File: config.mk
export PLATFORM = sky130hd
export DESIGN_NAME = trap_ctrl
export DESIGN_NICKNAME = d
export VERILOG_FILES = /design/src/rtl/trap_ctrl.sv
export SDC_FILE = /design/constraint.sdc
export NUM_CORES = 1
export LEC_CHECK = 0
export ABC_AREA = 1
export ABC_CLOCK_PERIOD_IN_PS = 2200
export CORE_MARGIN = 2
export CORE_UTILIZATION = 30
export DETAILED_ROUTE_END_ITERATION = 8
export PLACE_DENSITY = 0.74
export SKIP_CTS_REPAIR_TIMING = 1
export SLEW_MARGIN = 20
export SYNTH_ARGS = -nofsm -noshare
export SYNTH_HDL_FRONTEND = slang
export SYNTH_SLANG_ARGS = --single-unit
File: constraint.sdc
create_clock -name clk -period 2.2 [get_ports clk]
set_input_delay 0.44 -clock clk [delete_from_list [all_inputs] [get_ports clk]]
set_output_delay 0.44 -clock clk [all_outputs]
set_load 0.01 [all_outputs]
File: src/rtl/trap_ctrl.sv
// Machine-mode trap sequencer between commit and the CSR file.
// It synchronises and latches the timer, software and external interrupts.
// At an instruction boundary it writes mepc, mcause and mstatus, one per cycle, then redirects fetch.
// It also sequences mret: restore mstatus, then jump to mepc.
//
//   state     | meaning
//   ----------+----------------------------------------------------
//   S_IDLE    | waiting for a commit; no stall
//   S_T_EPC   | trap: write mepc with the captured next_pc
//   S_T_CAUSE | trap: write mcause with the captured cause
//   S_T_STAT  | trap: write mstatus (MPIE<=MIE, MIE<=0, MPP<=M)
//   S_T_JUMP  | trap: redirect to the handler (direct or vectored)
//   S_M_STAT  | mret: write mstatus (MIE<=MPIE, MPIE<=1)
//   S_M_JUMP  | mret: redirect to mepc
module trap_ctrl #(
    parameter int SYNC_STAGES = 2,
    parameter int XLEN        = 32
) (
    input  logic            clk,
    input  logic            rst,
    input  logic            t_irq,
    input  logic            s_irq,
    input  logic            e_irq,
    input  logic            commit,
    input  logic [XLEN-1:0] next_pc,
    input  logic            is_mret,
    input  logic [XLEN-1:0] mstatus_i,
    input  logic [XLEN-1:0] mie_i,
    input  logic [XLEN-1:0] mtvec_i,
    input  logic [XLEN-1:0] mepc_i,
    input  logic [2:0]      mip_clr,
    output logic [XLEN-1:0] mip_o,
    output logic            stall,
    output logic            csr_we,
    output logic [11:0]     csr_waddr,
    output logic [XLEN-1:0] csr_wdata,
    output logic            redirect,
    output logic [XLEN-1:0] redirect_pc
);

    localparam logic [XLEN-1:0] MIP_MASK = XLEN'(32'h888);

    typedef enum logic [2:0] {
        S_IDLE,
        S_T_EPC,
        S_T_CAUSE,
        S_T_STAT,
        S_T_JUMP,
        S_M_STAT,
        S_M_JUMP
    } state_t;

    logic [SYNC_STAGES-1:0][2:0] r_sync;
    logic [2:0]                  r_pend;
    state_t                      r_state;
    state_t                      w_state_nxt;
    logic [XLEN-1:0]             r_epc;
    logic [3:0]                  r_cause;
    logic [2:0]                  w_irq_s;
    logic [XLEN-1:0]             w_en;
    logic                        w_take;
    logic [3:0]                  w_cause;
    logic [XLEN-1:0]             w_vec_base;
    logic [XLEN-1:0]             w_vec_off;

    assign w_irq_s    = r_sync[SYNC_STAGES-1];
    assign w_en       = mip_o & mie_i & MIP_MASK;
    assign w_take     = commit & ~is_mret & mstatus_i[3] & (|w_en);
    assign w_cause    = w_en[11] ? 4'd11 : (w_en[3] ? 4'd3 : 4'd7);
    assign w_vec_base = {mtvec_i[XLEN-1:2], 2'b00};
    assign w_vec_off  = {{(XLEN-6){1'b0}}, r_cause, 2'b00};

    // Synchroniser chains for {e,s,t}; the oldest stage feeds the pending bits.
    always_ff @(posedge clk or posedge rst) begin
        if (rst) r_sync <= '0;
        else     r_sync <= {r_sync[SYNC_STAGES-2:0], {e_irq, s_irq, t_irq}};
    end

    // Sticky pending bits; a synchronised request wins over a same-cycle W1C ack.
    always_ff @(posedge clk or posedge rst) begin
        if (rst) r_pend <= '0;
        else     r_pend <= (r_pend & ~mip_clr) | w_irq_s;
    end

    // Map the pending bits {e,s,t} onto their mip positions.
    always_comb begin
        mip_o     = '0;
        mip_o[3]  = r_pend[1];
        mip_o[7]  = r_pend[0];
        mip_o[11] = r_pend[2];
    end

    // Capture the return PC and cause when a trap is taken, so later changes to mip cannot alter it.
    always_ff @(posedge clk or posedge rst) begin
        if (rst) begin
            r_epc   <= '0;
            r_cause <= '0;
        end else if (r_state == S_IDLE && w_take) begin
            r_epc   <= next_pc;
            r_cause <= w_cause;
        end
    end

    // State register.
    always_ff @(posedge clk or posedge rst) begin
        if (rst) r_state <= S_IDLE;
        else     r_state <= w_state_nxt;
    end

    // Next state and outputs; the write bus reads zero unless a write is strobed.
    always_comb begin
        w_state_nxt = r_state;
        stall       = (r_state != S_IDLE);
        csr_we      = 1'b0;
        csr_waddr   = '0;
        csr_wdata   = '0;
        redirect    = 1'b0;
        redirect_pc = '0;
        case (r_state)
            S_IDLE: begin
                if (commit && is_mret) w_state_nxt = S_M_STAT;
                else if (w_take)       w_state_nxt = S_T_EPC;
            end
            S_T_EPC: begin
                csr_we      = 1'b1;
                csr_waddr   = 12'h341;
                csr_wdata   = r_epc;
                w_state_nxt = S_T_CAUSE;
            end
            S_T_CAUSE: begin
                csr_we               = 1'b1;
                csr_waddr            = 12'h342;
                csr_wdata[XLEN-1]    = 1'b1;
                csr_wdata[3:0]       = r_cause;
                w_state_nxt          = S_T_STAT;
            end
            S_T_STAT: begin
                csr_we          = 1'b1;
                csr_waddr       = 12'h300;
                csr_wdata       = mstatus_i;
                csr_wdata[7]    = mstatus_i[3];
                csr_wdata[3]    = 1'b0;
                csr_wdata[12:11] = 2'b11;
                w_state_nxt     = S_T_JUMP;
            end
            S_T_JUMP: begin
                redirect    = 1'b1;
                redirect_pc = (mtvec_i[1:0] == 2'b01) ? (w_vec_base + w_vec_off) : w_vec_base;
                w_state_nxt = S_IDLE;
            end
            S_M_STAT: begin
                csr_we       = 1'b1;
                csr_waddr    = 12'h300;
                csr_wdata    = mstatus_i;
                csr_wdata[3] = mstatus_i[7];
                csr_wdata[7] = 1'b1;
                w_state_nxt  = S_M_JUMP;
            end
            S_M_JUMP: begin
                redirect    = 1'b1;
                redirect_pc = mepc_i;
                w_state_nxt = S_IDLE;
            end
            default: w_state_nxt = S_IDLE;
        endcase
    end

endmodule

==> impl_metrics.yaml, run 1 <==
cts:
  clk_path_buf_depth: 2
  cts_root_buffer: "clkbuf_16"
  cts_tree: "yes"
  cts_made_buffers: 5
  clk_pin_slew_worst_paths_ps: 60
  insertion_delay_ps: 290
  cts_max_level: 2
  cts.sinks: 47
power:
  p_sw_w: 0.00241
  combPwrFrac_pct: 63.9
  p_int_w: 0.00365
  p_clk_share_pct: 14.0
  switching_share_pct: 39.8
  ir_drop_uv: 711
  seq_power_share_pct: 22.1
  p_per_area_nw_per_um2: 815
  p_total_w: 0.00607
  power.leakage_nw: 4.08
setup_path:
  setup.worst_path.end_class: "output pin"
  worst-path-max-fanout: 4
  r2r-start: "r_state[2]$_DFFE_PP0P_"
  cp_data_required_time_ps: 1760
  worstSetupPathType: "flip-flop to output pin"
  start_kind: "flip-flop"
  crit_arrival_ps: 2430
  startpoint: "r_cause[1]$_DFFE_PP0P_"
  r2r_cells: 7
sta:
  hold_violations: 0
  finalWorstSetupSlack_ps: -675
  clock_skew_ps: 6.21
  finalCriticalPeriod_ps: 2870
  rsz0062_at_grt: "yes"
  whs_ps: 348
  setup-violations-final: 31
  fin_crit_sh_pct: 131
  max_freq_mhz: 348
  maxSlewViolCount: 0
detailed_routing:
  route.detailed.drc: 0
  post_drt_wl_per_cell_um: 13.8
  postRouteAntennaNets: 0
  firstDrtPassIters: 4
  vias: 4926
  drtIter0Drc: 173
  wirelength_mm: 14.9
  viasPerCell: 4.56
run_status:
  violations: "negative setup slack"
  status: "finished with violations"
global_routing:
  grt_max_degree: 48
  gr-usage-all-layers_pct: 19.5
  grt_overflow_total: 0
  grt_pass1_vias: 4721
  antenna_found_initial: 1
  grt_pass1_wl_mm: 22.5
yosys:
  syn_area_per_cell_um2: 6.63
  yosys_warnings: 0
  yosysSeqAreaShare_pct: 29.6
  postSynth.asyncResetShare_pct: 100
  synth_cell_types: 34
  netlist_instances: 599
  netlist_area_um2: 3970
  synthFlopType: "dfrtp_1"
  synth_edf_count: 0
  synth_top_cell_by_area: "dfrtp_1"
  ys_ff_latch: 47
  synth.area.top_cells: "dfrtp_1, nand2_1, buf_4"
  synth_top_area_share_pct: 29.6
min_path:
  hp-start: "r_sync[1]$_DFF_PP0_"
  hp-class: "flip-flop to flip-flop"
  whs_path_depth: 0
floorplan:
  initial_core_util_pct: 30.4
  die-width_um: 119
  pin_count: 281
  die_area_um2: 14200
  coreArea_um2: 13100
  die-height_um: 119
  rows: 42
cells_and_area:
  antennaDiodeCount: 0
  multiInputGateArea_um2: 2520
  most-common-layout-cells: "clkdlybuf4s50_1, nand2_1, buf_4"
  layout-area-overhead-vs-synth_pct: 87.4
  final_cells: 1080
  seq_area_um2: 1180
  final_common_cell: "clkdlybuf4s50_1"
  final_util_pct: 56.9
  fillers: 1170
  final_nets: 1079
  final_layout_size_suffix_gt1_share_pct: 27.2
run:
  drv_cap: 0
place:
  place_hpwl_mm: 11.2
  dp.cells: 1050
  port_buffers: 215
  gp_congestion: 0.831
cell usage after synthesis, types with 2 or more instances:
cell / instances
inv_1: 78
o21bai_1: 5
dfrtp_1: 47
ha_1: 4
a21oi_2: 10
nand2_1: 146
nand3_1: 47
nor3_1: 5
o21ai_1: 31
nor2_4: 4
buf_6: 3
mux2_1: 9
inv_2: 5
mux2_4: 3
o21ai_0: 40
nand4_1: 13
a21oi_1: 21
nand3_2: 2
nor2_1: 55
buf_4: 40
nor2_2: 5
buf_2: 13
clkbuf_1: 2
sequential cells by signal, indices dropped and copies added, names as in the netlist:
register,cells
r_cause,3
r_state,3
r_pend,3
r_sync,3
r_epc,32
w_irq_s,3
cell families after synthesis:
group                    after synthesis  synth area share, %
multiplexers                          12                 3.69
other                                  1               0.0944
flip-flops                            47                 29.6
adder cells (fa/ha/maj)                5                 1.76
AND/OR/NAND/NOR                      280                 30.9
AO/OA/AOI/OAI                        111                 15.6
buffers and inverters                143                 18.3
layer usage:
metal  track usage (%)  vias up  routed length, um
li1                  -     2456                  -
met1              22.4     2246               5690
met2              35.8      205               7660
met3              4.93       17               1220
met4              5.28        2                267
met5                 0        -                 13
area by class of cell:
class,instances,share of cell area (%)
Timing Repair Buffer,322,40.9
Multi-Input combinational cell,444,33.8
Sequential cell,47,15.8
Inverter,84,4.30
Tap cell,176,2.96
Clock buffer,5,1.68
Clock inverter,2,0.504
stage by stage:
step | setup TNS (ps) | worst slack (ps) | cell area (um^2)
floorplan | 0 | 1.69 | 4140
global placement | -27290 | -1140 | 6830
detailed placement | -28180 | -1200 | 6830
CTS | -37800 | -1190 | 6990
global route | -17830 | -785 | 7440
finish | -14040 | -675 | 7440
path summary, 6_finish.rpt:
path / slack [ps] / to
worst max-delay path: -670 / redirect_pc[31]
worst min-delay path: 350 / w_irq_s[1]$_DFF_PP0_
worst min register to register: 350 / w_irq_s[1]$_DFF_PP0_
max in group asynchronous: 1460 / r_state[1]$_DFFE_PP0P_
min in group asynchronous: 480 / r_epc[19]$_DFFE_PP0P_
worst max register to register: 590 / r_epc[4]$_DFFE_PP0P_
power by group through the flow:
stage	registers, W	clock network [W]	logic, W
floorplan	0.00132	0	0.00175
global placement	0.00133	0	0.00375
detailed placement	0.00134	0	0.00376
CTS	0.00133	0.000867	0.00379
global route	0.00137	0.000904	0.00422
finish	0.00134	0.000852	0.00388
worst max-delay path: stages, from the launching register on:
cell and delay (ps):
dfrtp_2 450, buf_4 150, buf_6 100, buf_6 100
ha_4 240, nand2_1 50, nand2_2 100, nand3_4 90
nand2_4 110, buf_6 120, buf_6 110, nand3_4 70
nand2_2 70, nand2_1 50, o21ai_1 160, buf_2 160
No activity file was read; power rests on OpenSTA's default activity.
==> inputs of run 2 (changes only) <==
--- a/config.mk
+++ b/config.mk
@@ -9,6 +9,7 @@
 export ABC_CLOCK_PERIOD_IN_PS = 2200
 export CORE_MARGIN = 2
 export CORE_UTILIZATION = 30
+export CTS_CLUSTER_SIZE = 24
 export DETAILED_ROUTE_END_ITERATION = 8
 export PLACE_DENSITY = 0.74
 export SKIP_CTS_REPAIR_TIMING = 1
==> results of run 2 <==
No change in the layout: final DEF, timing and power equal those of run 1.
==> inputs of run 3 (changes only) <==
--- a/config.mk
+++ b/config.mk
@@ -5,13 +5,12 @@
 export SDC_FILE = /design/constraint.sdc
 export NUM_CORES = 1
 export LEC_CHECK = 0
-export ABC_AREA = 1
 export ABC_CLOCK_PERIOD_IN_PS = 2200
 export CORE_MARGIN = 2
 export CORE_UTILIZATION = 30
 export CTS_CLUSTER_SIZE = 24
 export DETAILED_ROUTE_END_ITERATION = 8
-export PLACE_DENSITY = 0.74
+export PLACE_DENSITY = 0.75
 export SKIP_CTS_REPAIR_TIMING = 1
 export SLEW_MARGIN = 20
 export SYNTH_ARGS = -nofsm -noshare
==> run 3 against run 2 <==
  * Worst setup slack got worse by 37 ps
  * Highest routed layer is now met4
  * Sequential share of layout area increased by 0.83 points
  * Clock power decreased by 16%
  * The flow still finishes with violations (negative setup slack)
==> impl_metrics.yaml, run 3 <==
run_status:
  status: "finished with violations"
  violations: "negative setup slack"
yosys:
  ys_ff_latch: 47
  syn_area_per_cell_um2: 9.22
  synth.area.top_cells: "dfrtp_1, mux2_2, a22o_1"
  synth_top_family_by_area: "compound AO/OA/AOI/OAI gates"
  yosysSeqAreaShare_pct: 31.3
  synth_compound_area_share_pct: 21.4
  synth_xor_area_share_pct: 6.07
  synthAdderAreaFrac_pct: 1.87
  synth_top_area_share_pct: 31.3
  synth_edf_count: 0
  synthFlopType: "dfrtp_1"
  synth_common_cells: "dfrtp_1, buf_4, a21oi_1"
  synth_mux_area_share_pct: 9.87
  netlist_area_um2: 3750
  synth_cell_types: 55
  yosysMostFrequentCell: "dfrtp_1"
  synthSimpleGateAreaFrac_pct: 16.1
  yosys_warnings: 0
  netlist_instances: 407
  synth_top_cell_by_area: "dfrtp_1"
  postSynth.asyncResetShare_pct: 100
cts:
  cts.sinks: 47
  insertion_delay_ps: 290
  clk_path_buf_depth: 2
  cts_root_buffer: "clkbuf_16"
  clk_pin_slew_worst_paths_ps: 60
  cts_made_buffers: 5
  cts_tree: "yes"
  cts_max_level: 2
setup_path:
  worst-path-max-fanout: 9
  startpoint: "r_cause[1]$_DFFE_PP0P_"
  setup.worst_path.end_class: "output pin"
  cp_data_required_time_ps: 1760
  crit_family: "compound AO/OA/AOI/OAI gates"
  worstSetupPathType: "flip-flop to output pin"
  start_kind: "flip-flop"
  worstPathCellList: "ha_1 > a211o_1 > a21oi_2 > buf_12 > and4bb_2 > xor2_1 > a22o_1 > dlymetal6s2s_1"
  r2r-start: "r_state[2]$_DFFE_PP0P_"
  critical_path.max_stage_delay_ps: 440
  critical_path_buf_inv_count: 2
  critPathSlowestCell: "dfrtp_2"
  crit_arrival_ps: 2470
detailed_routing:
  wirelength_mm: 14.8
  viasPerCell: 4.78
  drtIter0Drc: 154
  firstDrtPassIters: 4
  postRouteAntennaNets: 0
  route.detailed.drc: 0
  post_drt_wl_per_cell_um: 17.0
  vias: 4143
power:
  switching_share_pct: 39.8
  seq_power_share_pct: 21.0
  p_sw_w: 0.00276
  combPwrFrac_pct: 68.7
  p_int_w: 0.00416
  power.leakage_nw: 3.62
  p_per_area_nw_per_um2: 979
  p_clk_share_pct: 10.4
  ir_drop_uv: 723
cells_and_area:
  antennaDiodeCount: 0
  final_util_pct: 58.4
  fillers: 1063
  final_cells: 867
  final_nets: 875
  layout-area-overhead-vs-synth_pct: 88.4
  most-common-layout-cells: "clkdlybuf4s50_1, buf_4, dfrtp_1"
  final_common_cell: "clkdlybuf4s50_1"
  largest_register_ffs: 32
  regMostFlops: "r_epc"
  final_layout_size_suffix_gt1_share_pct: 34.2
floorplan:
  pin_count: 281
  rows: 40
  die-height_um: 116
  die_area_um2: 13400
  die-width_um: 116
  initial_core_util_pct: 31.0
  coreArea_um2: 12100
sta:
  clock_skew_ps: 6.25
  rsz0062_at_grt: "yes"
  setup-violations-final: 38
  finalWorstSetupSlack_ps: -711
  max_freq_mhz: 343
  fin_crit_sh_pct: 132
  finalCriticalPeriod_ps: 2910
  relSlewSlack_pct: 43.8
  hold_violations: 0
  max_slew.worst_pin.slew_ps: 840
  maxSlewViolCount: 0
place:
  place_hpwl_mm: 11.3
  gp_congestion: 0.834
  dp.cells: 840
  port_buffers: 215
min_path:
  hp-start: "r_sync[1]$_DFF_PP0_"
  hp-class: "flip-flop to flip-flop"
global_routing:
  grt_max_degree: 48
  grt_overflow_total: 0
  antenna_found_initial: 0
  grt_pass1_wl_mm: 21.2
  gr-usage-all-layers_pct: 20.3
  grt_pass1_vias: 4172
run:
  drv_cap: 0
run 3: final cells by class:
class                      count  area (um^2)  area share, %
clock buffer                   6          129           1.82
inverter                      17         63.8          0.903
multi-input combinational    316         2460           34.9
sequential                    47         1180           16.7
tap                          168          210           2.97
timing repair buffer         313         3020           42.8
run 3: worst register-to-register path: stages, from the launching register on:
cell	delay, ps
dfrtp_1	390
buf_6	140
buf_4	180
nor3_4	260
nand2_1	130
nor3_4	200
buf_4	240
mux2_2	360
run 3: final timing paths:
path	to	cells after the start	slack, ps
max	redirect_pc[19]	8	-710
min in group asynchronous	r_sync[1]$_DFF_PP0_	3	510
max reg2reg	r_epc[13]$_DFFE_PP0P_	7	190
max in group asynchronous	r_cause[1]$_DFFE_PP0P_	3	1460
min	w_irq_s[1]$_DFF_PP0_	0	350
min reg2reg	w_irq_s[1]$_DFF_PP0_	0	350
run 3: per-stage QoR:
step	area (um^2)	TNS [ps]	setup slack [ps]	hold slack, ps	total power (W)
finish	7070	-15970	-711	352	0.00692
global route	7070	-20130	-829	359	0.00736
CTS	6720	-46900	-1430	354	0.00663
detailed placement	6590	-38680	-1420	339	0.00587
global placement	6590	-36240	-1370	334	0.00577
floorplan	4000	-1270	-188	331	0.00364
run 3: power by group through the flow:
stage | clock (W) | sequential, W | combinational (W)
floorplan | 0 | 0.00135 | 0.00229
global placement | 0 | 0.00142 | 0.00435
CTS | 0.000737 | 0.00143 | 0.00447
finish | 0.000719 | 0.00145 | 0.00475
detailed placement | 0 | 0.00144 | 0.00443
global route | 0.000765 | 0.00149 | 0.00511
run 3: logic make-up (layout without fill, tap and decap cells):
logic type / after synthesis / count (layout)
AND/OR/NAND/NOR: 96 / 96
other: 1 / 36
XOR/XNOR: 26 / 26
buffers and inverters: 79 / 336
multiplexers: 33 / 33
adder cells (fa/ha/maj): 5 / 5
AO/OA/AOI/OAI: 120 / 120
flip-flops: 47 / 47
run 3: metal layers:
metal	wire length (um)	part of all wire, %	track usage [%]	vias to the layer above
met2	7450	50	37.3	203
met1	5620	38	21.9	1944
met4	412	2.8	7.14	0
li1	-	-	-	1974
met5	0	0	0	-
met3	1290	8.7	6.49	22
